===== config.mk =====
export PLATFORM = sky130hd
export DESIGN_NAME = perm_feed
export DESIGN_NICKNAME = d
export VERILOG_FILES = /design/src/rtl/keccak_pkg.sv /design/src/rtl/perm_feed_pad_lane.sv /design/src/rtl/perm_feed.sv
export SDC_FILE = /design/constraint.sdc
export NUM_CORES = 1
export LEC_CHECK = 0
export CAP_MARGIN = 20
export CORE_ASPECT_RATIO = 1.75
export CORE_UTILIZATION = 40
export CTS_CLUSTER_DIAMETER = 60
export DETAILED_ROUTE_END_ITERATION = 6
export PLACE_DENSITY = 0.81
export SYNTH_ARGS = -nofsm -noshare
export SYNTH_HDL_FRONTEND = slang
export SYNTH_HIERARCHICAL = 1
export SYNTH_SLANG_ARGS = --single-unit

===== constraint.sdc =====
create_clock -name clk -period 4.43 [get_ports clk]
set_clock_uncertainty 0.15 [all_clocks]
set_input_delay 0.886 -clock clk [delete_from_list [all_inputs] [get_ports clk]]
set_output_delay 0.886 -clock clk [all_outputs]
set_load 0.05 [all_outputs]

===== src/rtl/keccak_pkg.sv =====
// Shared Keccak framing definitions: lane geometry, feed FSM states and the
// SHA-3 pad10*1 constants used by the permutation input feeder.
package keccak_pkg;

  localparam int LANES  = 25;
  localparam int LANE_W = 64;

  typedef logic [LANE_W-1:0] lane_t;

  typedef enum logic [2:0] {
    IDLE   = 3'd0,
    ABSORB = 3'd1,
    CAP    = 3'd2,
    CAP2   = 3'd3,
    PAD    = 3'd4,
    ZERO   = 3'd5,
    CAPEND = 3'd6
  } feed_st_t;

  localparam logic [7:0] DOMAIN_SHA3 = 8'h06;
  localparam lane_t      PAD_END     = 64'h8000_0000_0000_0000;

endpackage


===== src/rtl/perm_feed_pad_lane.sv =====
// Combinational lane padder: keeps the valid low bytes of a final word, drops the
// domain byte right after them and sets the closing pad bit on the last rate lane.
module pad_lane
  import keccak_pkg::*;
#(
  parameter logic [7:0] DOMAIN = DOMAIN_SHA3
) (
  input  lane_t       din,
  input  logic [3:0]  nbytes,
  input  logic        is_last,
  input  logic        is_rate_end,
  output lane_t       padded_o
);

  logic [3:0] n;

  // NOTE: every output of this block gets a default before any branch so no latch is inferred.
  always_comb begin
    n        = (nbytes > 4'd8) ? 4'd8 : nbytes;
    padded_o = din;
    // A full final word passes unchanged; its padding goes into a following lane.
    if (is_last && (n != 4'd8)) begin
      for (int b = 0; b < 8; b++) begin
        if (4'(b) < n) begin
          padded_o[8*b +: 8] = din[8*b +: 8];
        end else if (4'(b) == n) begin
          padded_o[8*b +: 8] = DOMAIN;
        end else begin
          padded_o[8*b +: 8] = 8'h00;
        end
      end
      if (is_rate_end) begin
        padded_o = padded_o | PAD_END;
      end
    end
  end

endmodule


===== src/rtl/perm_feed.sv =====
// Frames an unframed 64-bit message stream into 25-lane Keccak input frames with
// SHA-3 pad10*1 padding; lanes RATE..24 of every frame are zero.
module perm_feed
  import keccak_pkg::*;
#(
  parameter int         RATE   = 17,
  parameter logic [7:0] DOMAIN = DOMAIN_SHA3
) (
  input  logic        clk,
  input  logic        rst,
  input  logic        pushin,
  output logic        stopin,
  input  logic        lastin,
  input  logic [3:0]  nbytes,
  input  logic [63:0] din,
  output logic        pushout,
  input  logic        stopout,
  output logic        firstout,
  output logic [63:0] dout
);

  localparam logic [4:0] RATE_END  = 5'(RATE - 1);
  localparam logic [4:0] LAST_LANE = 5'(LANES - 1);

  feed_st_t   state_q, state_d;
  logic [4:0] lane_q, lane_d;
  logic       pushout_q, pushout_d;
  logic       firstout_q, firstout_d;
  lane_t      dout_q, dout_d;

  logic       load_en, accept, at_rate_end, at_last_lane, full_word, emit;
  lane_t      lane_val, pad_din, padded;
  logic [3:0] pad_nbytes;
  logic       pad_last;

  assign at_rate_end  = (lane_q == RATE_END);
  assign at_last_lane = (lane_q == LAST_LANE);
  assign full_word    = (nbytes >= 4'd8);

  // Output register refills when empty or when its lane leaves this cycle.
  assign load_en = !pushout_q || !stopout;
  assign stopin  = ((state_q != IDLE) && (state_q != ABSORB)) || (pushout_q && stopout);
  assign accept  = pushin && !stopin;

  // A standalone pad lane is an empty final word pushed through the same padder.
  always_comb begin
    pad_din    = din;
    pad_nbytes = nbytes;
    pad_last   = lastin;
    if (state_q == PAD) begin
      pad_din    = '0;
      pad_nbytes = 4'd0;
      pad_last   = 1'b1;
    end
  end

  pad_lane #(
    .DOMAIN (DOMAIN)
  ) u_pad (
    .din         (pad_din),
    .nbytes      (pad_nbytes),
    .is_last     (pad_last),
    .is_rate_end (at_rate_end),
    .padded_o    (padded)
  );

  always_comb begin
    state_d    = state_q;
    lane_d     = lane_q;
    pushout_d  = pushout_q;
    firstout_d = firstout_q;
    dout_d     = dout_q;
    emit       = 1'b0;
    lane_val   = '0;
    case (state_q)
      IDLE, ABSORB: begin
        if (load_en) begin
          pushout_d = 1'b0;
          if (accept) begin
            emit     = 1'b1;
            lane_val = padded;
            if (!lastin) begin
              state_d = at_rate_end ? CAP : ABSORB;
            end else if (!full_word) begin
              state_d = at_rate_end ? CAPEND : ZERO;
            end else begin
              state_d = at_rate_end ? CAP2 : PAD;
            end
          end
        end
      end
      CAP: begin
        emit = load_en;
        if (load_en && at_last_lane) state_d = ABSORB;
      end
      CAP2: begin
        emit = load_en;
        if (load_en && at_last_lane) state_d = PAD;
      end
      PAD: begin
        emit     = load_en;
        lane_val = padded;
        if (load_en) state_d = at_rate_end ? CAPEND : ZERO;
      end
      ZERO: begin
        emit     = load_en;
        lane_val = at_rate_end ? PAD_END : '0;
        if (load_en && at_rate_end) state_d = CAPEND;
      end
      CAPEND: begin
        emit = load_en;
        if (load_en && at_last_lane) state_d = IDLE;
      end
      default: state_d = IDLE;
    endcase

    if (emit) begin
      pushout_d  = 1'b1;
      firstout_d = (lane_q == 5'd0);
      dout_d     = lane_val;
      lane_d     = at_last_lane ? 5'd0 : lane_q + 5'd1;
    end
  end

  // NOTE: state registers use non-blocking assignments so every flop samples pre-edge values.
  always_ff @(posedge clk or posedge rst) begin
    if (rst) begin
      state_q    <= IDLE;
      lane_q     <= 5'd0;
      pushout_q  <= 1'b0;
      firstout_q <= 1'b0;
      dout_q     <= '0;
    end else begin
      state_q    <= state_d;
      lane_q     <= lane_d;
      pushout_q  <= pushout_d;
      firstout_q <= firstout_d;
      dout_q     <= dout_d;
    end
  end

  assign pushout  = pushout_q;
  assign firstout = firstout_q;
  assign dout     = dout_q;

endmodule


* After elaboration in Yosys (flattened, before gate mapping)
Cells that the tools add are included.
** Word-level totals
- Bits in registers :: 74
- Input port bits :: 73
- Output and inout port bits :: 67
** Operators by class
- Add/sub/neg operators :: 1
- $lt $le $gt $ge :: 10
- Equal/unequal tests :: 24
- Mux-type cells :: 46
- Reductions and logical operators :: 21
** Operator list (count)
- 2-to-1 mux 64 bit :: 6
- one-hot mux 64 bit (3 select lines) :: 1
- 2-to-1 mux 8 bit :: 8
- 2-to-1 mux 3 bit :: 18
- one-hot mux 3 bit (6 select lines) :: 1
- equality test 3 x 4 -> 1 bit (first input constant) :: 4
- < comparator 3 x 4 -> 1 bit (first input constant) :: 4
- != test 2 bit (second input constant) :: 7
- equality test 5 bit (second input constant) :: 2
- equality test 3 bit (second input constant) :: 3
- equality test 2 x 4 -> 1 bit (first input constant) :: 2
- < comparator 1 x 4 -> 1 bit (first input constant) :: 2
- < comparator 2 x 4 -> 1 bit (first input constant) :: 2
- 2-to-1 mux 4 bit :: 2
- AND reduction 7 bit :: 1
- equality test 3 x 2 -> 1 bit (second input constant) :: 2
- logical AND 1 bit :: 6
- 2-to-1 mux 1 bit :: 6
- adder 5 x 1 -> 5 bit (second input constant) :: 1
- logical NOT 5 bit :: 1
- 2-to-1 mux 5 bit :: 1
- OR reduction 5 bit :: 1
- equality test 1 x 4 -> 1 bit (first input constant) :: 1
- greater-or-equal comparator 4 bit (second input constant) :: 1
- 14 further kinds :: 19

* Logic depth before layout (Yosys ltp)
- Depth in word-level cells :: 12
- Depth in mapped cells :: 13
- Mapped depth without buffers :: 9

* Cells and area by module
Netlist, hierarchy kept.
** By module, submodules not included
- perm_feed :: instances 1, cells each 297, area an instance 3403.3 µm², sequential area each 1851.8 µm²
- pad_lane :: instances 1, cells each 95, area an instance 673.1 µm², sequential area each 0.0 µm²

* Worst setup path before layout
OpenSTA, ideal clock, no wires.
- Kind :: reg-to-reg
- Start :: register state_q[0]
- End :: register dout_q[10], in the netlist dout[10]
- Setup time :: 0.121 ns
- Arrival :: 2.625 ns
- Data required time :: 4.159 ns
- Path slack :: 1.534 ns
- Stages on the path, launching flop included :: 11
- Path buffers :: 4
- Cells stage by stage :: dfrtp_1 -> buf_6 -> nand2b_4 -> nor2_1 -> clkbuf_1 -> clkbuf_1 -> and2b_1 -> buf_2 -> nor4b_4 -> mux2_2 -> a22o_1
** On the way
- Word-level cells in the longest chain between the ends :: 12
- Elaborated cells on any way between the ends :: 34
- Classes of those cells :: order compare (2); eq/ne (9); mux (14); reduce/logical (9)
** RTL lines
- start: declaration :: line perm_feed.sv:25 : feed_st_t state_q, state_d;
- start signal: assignment :: line perm_feed.sv:134 : state_q <= state_d;
- equality test 3 bit (*) :: line perm_feed.sv:50 : if (state_q == PAD) begin
- 2-to-1 mux 4 bit (*) :: line perm_feed.sv:50
- named net pad_nbytes[1] :: line perm_feed.sv:33 : logic [3:0] pad_nbytes;
- greater-than comparator 4 bit :: line perm_feed_pad_lane.sv:19 : n = (nbytes > 4'd8) ? 4'd8 : nbytes;
- 2-to-1 mux 4 bit (*) :: line perm_feed_pad_lane.sv:19
- branches (longest 4 deep; another with < comparator 1 x 4 -> 1 bit)
- 2-to-1 mux 64 bit (*) :: line perm_feed_pad_lane.sv:22 : if (is_last && (n != 4'd8)) begin
- named net padded[10] :: line perm_feed.sv:32 : lane_t lane_val, pad_din, padded;
- 2-to-1 mux 64 bit :: line perm_feed.sv:79 : if (accept) begin
- 2-to-1 mux 64 bit :: line perm_feed.sv:77 : if (load_en) begin
- one-hot mux 64 bit (3 select lines) (*) :: line perm_feed.sv:75 : case (state_q)
- end signal: assignment :: line perm_feed.sv:138 : dout_q <= dout_d;
- end: declaration :: line perm_feed.sv:29 : lane_t dout_q, dout_d;
Mark *: on every way through the listed nets, which the timed path passes.
A chain may end at the register's enable or synchronous reset.

* Worst setup path in the final report
- Start :: input stopout
- End :: output stopin
** On the way
- Word-level cells in the longest chain between the ends :: 2
** RTL lines
- start: declaration :: line perm_feed.sv:17 : input logic stopout,
- logical AND 1 bit :: line perm_feed.sv:42 : assign stopin = ((state_q != IDLE) && (state_q != ABSORB)) || (pushout_q && stopout);
- logical OR 1 bit :: line perm_feed.sv:42
- end: declaration :: line perm_feed.sv:12 : output logic stopin,
Every way passes these cells.

==> flow_summary.toml <==
[grt]
gr-total-overflow = 0
grt_usage = 0.218
antenna_found_initial = 0
first_global_vias = 3504
grt_pass1_wl_um = 18000
grt_max_degree = 46

[finish]
antenna_cells = 0
fin_cells = 647
nets = 593
drive_gt1_frac = 0.0728
syn_to_final_growth_pct = 42.9
nFillCells = 857
fin_area_sq_um = 5830

[worst_setup_path]
cpMostUsedCell = "clkdlybuf4s50_1"
crit_type = "in2out"
path_cells = "clkdlybuf4s50_1 > and2_1 > or3_1 > clkdlybuf4s50_1"
crit_path_top_delay_cell = "clkdlybuf4s50_1"
path_buf_inv = 2
critical-path-top-delay-family = "buffers and inverters"
max_stage_delay_ns = 0.71
cp_max_fo = 3
arrival_ns = 2.54
worstPathRequired_ns = 3.39
cp-end-kind = "primary output"
start_kind = "input port"

[pwr]
switching_power_mw = 1.88
combPwrFrac = 0.553
internal-power_mw = 2.15
seqPwrFrac = 0.286
p_leak_nw = 2.54
pwr-share-clk = 0.162
vdd.ir_drop.worst_uv = 398
cellPowerDensity_nw_per_um2 = 692
netSwitchingFraction = 0.466

[place]
dpl_cell_area_sq_um = 5560
dp_hpwl_um = 7850
dp.cells = 631
portBuffers = 139
place.gp.congestion = 0.808

[yosys]
synth_top_cell_area_share = 0.454
ys_ff_latch = 74
synth_area_leaders = "dfrtp_1 (45%), a22o_1 (14%), nor2b_1 (11%), a21boi_0 (5.0%), and2b_1 (2.6%)"
synth_area_sq_um = 4080
yosysTopAreaCell = "dfrtp_1"
synth_edf_count = 0
synthTopCellsByCount = "dfrtp_1 (74), nor2b_1 (71), a22o_1 (63)"
yosys.cell_types.count = 47
syn_avg_cell_area_sq_um = 10.4
syn_inst = 392
synthArstFlopShare = 1.00
ys_seq_area_frac = 0.454
syn_nets = 468
yosysMostFrequentCell = "dfrtp_1"
synth_ff_type = "dfrtp_1"
yosysWarnings = 6

[floorplan]
fp.dieW_um = 78.3
start_util = 0.411
die_h_um = 136
rows = 48
pin_count = 140
core_sq_um = 9910
dieArea_sq_um = 10600

[timing]
max_slew_margin = 0.352
drv_slew = 0
rsz0062_at_grt = "false"
finalCritPeriodShare = 0.807
tightest_slew_ns = 0.970
hold_viol = 0
setup_tns_ns = 0
fmax_mhz = 280
setup_viol = 0
fin_crit_ns = 3.58
fin_hold_ws_ns = 0.352

[clock_tree]
clock_sinks = 74
root_buffer = "clkbuf_16"
cts_tree = "yes"
cts_buffers = 9
cts_setup_buffers = 0
clock_path_buffers = 2
htreeDepth = 3
hold_buffers = 0
clock_latency_ns = 0.33
path_clk_slew_ns = 0.06
ctsResizeCount = 0

[drt]
drt_iter0_drc = 242
wl_per_cell_um = 16.8
postRouteAntennaNets = 0
drt-total-wl_um = 10900
vias = 3507
vias_per_cell = 5.42
drtPass1Iterations = 4
drc = 0

[outcome]
status = "finished, final reports clean"

[hold_path]
worst_hold_path_type = "reg2reg"

[run]
max_cap_viol_count = 0
[worst register-to-register path, delay by kind of cell (launching register included)]
kind             cells  cell delay [ns]
AO/OA/AOI/OAI        2             0.49
flip-flops           1             0.64
AND/OR/NAND/NOR      4             1.73
[final timing paths]
kind / start / endpoint / slack, ns / cells past startpoint
max: stopout / stopin / 0.85 / 4
min: dout[46] / dout[46] / 0.35 / 1
max reg2reg: state_q[2] / dout[5] / 1.31 / 6
min reg2reg: dout[46] / dout[46] / 0.35 / 1
max in group asynchronous: rst / dout[5] / 2.66 / 3
min in group asynchronous: rst / dout[24] / 0.78 / 2
[sequential cells by signal (all words and copies together), names as in the netlist]
signal / cells
pushout: 1
lane_q: 5
firstout: 1
dout: 64
state_q: 3
[through the flow]
step                      total power, mW  utilization  worst slack, ns
after floorplan                      2.63            -             1.51
after global placement               3.34        0.559            0.853
after detailed placement             3.39        0.561            0.844
after CTS                            4.06        0.588            0.843
after global routing                 4.24        0.588            0.817
final                                4.03        0.588            0.853
[power groups by stage]
stage / Clock (mW) / Combinational, mW / Sequential (mW)
2_1_floorplan: 0 / 0.652 / 1.98
3_3_place_gp: 0 / 2.20 / 1.14
3_5_place_dp: 0 / 2.24 / 1.15
4_1_cts: 0.663 / 2.24 / 1.15
5_1_grt: 0.701 / 2.35 / 1.19
6_report: 0.652 / 2.23 / 1.15
[cell usage in the layout (no fill, tap or decap), types with 8 or more instances in the layout]
cell type,instances
a21boi_0,27
a22o_1,63
and2b_1,14
buf_4,8
clkbuf_16,9
clkdlybuf4s50_1,139
dfrtp_1,74
inv_1,13
nand2_1,9
nor2b_1,71
[per-layer routing]
metal / track usage / vias to the layer above / wire length [um] / part of all wire
met5: 0 / - / 0 / 0
li1: - / 1641 / - / -
met3: 0.0444 / 21 / 510 / 0.047
met4: 0.0885 / 0 / 351 / 0.032
met1: 0.256 / 1717 / 4310 / 0.40
met2: 0.383 / 128 / 5710 / 0.52
[cells by family after synthesis]
| family | count (synthesis) | share of synthesized area |
|---|---|---|
| DFF | 74 | 0.454 |
| adders and majority gates | 3 | 0.00921 |
| buffers and inverters | 48 | 0.0519 |
| muxes | 9 | 0.0236 |
| and+or+nand+nor | 132 | 0.209 |
| AOI/OAI and AO/OA | 126 | 0.252 |
[cell type report]
type	instances	area (sq um)	area share
Clock inverter	2	12.5	0.00215
Inverter	14	52.6	0.00902
Tap cell	125	156	0.0268
Clock buffer	14	254	0.0436
Multi-Input combinational cell	270	2030	0.348
Sequential cell	74	1850	0.318
Timing Repair Buffer	148	1470	0.253
(Power assumes the default switching activity.)
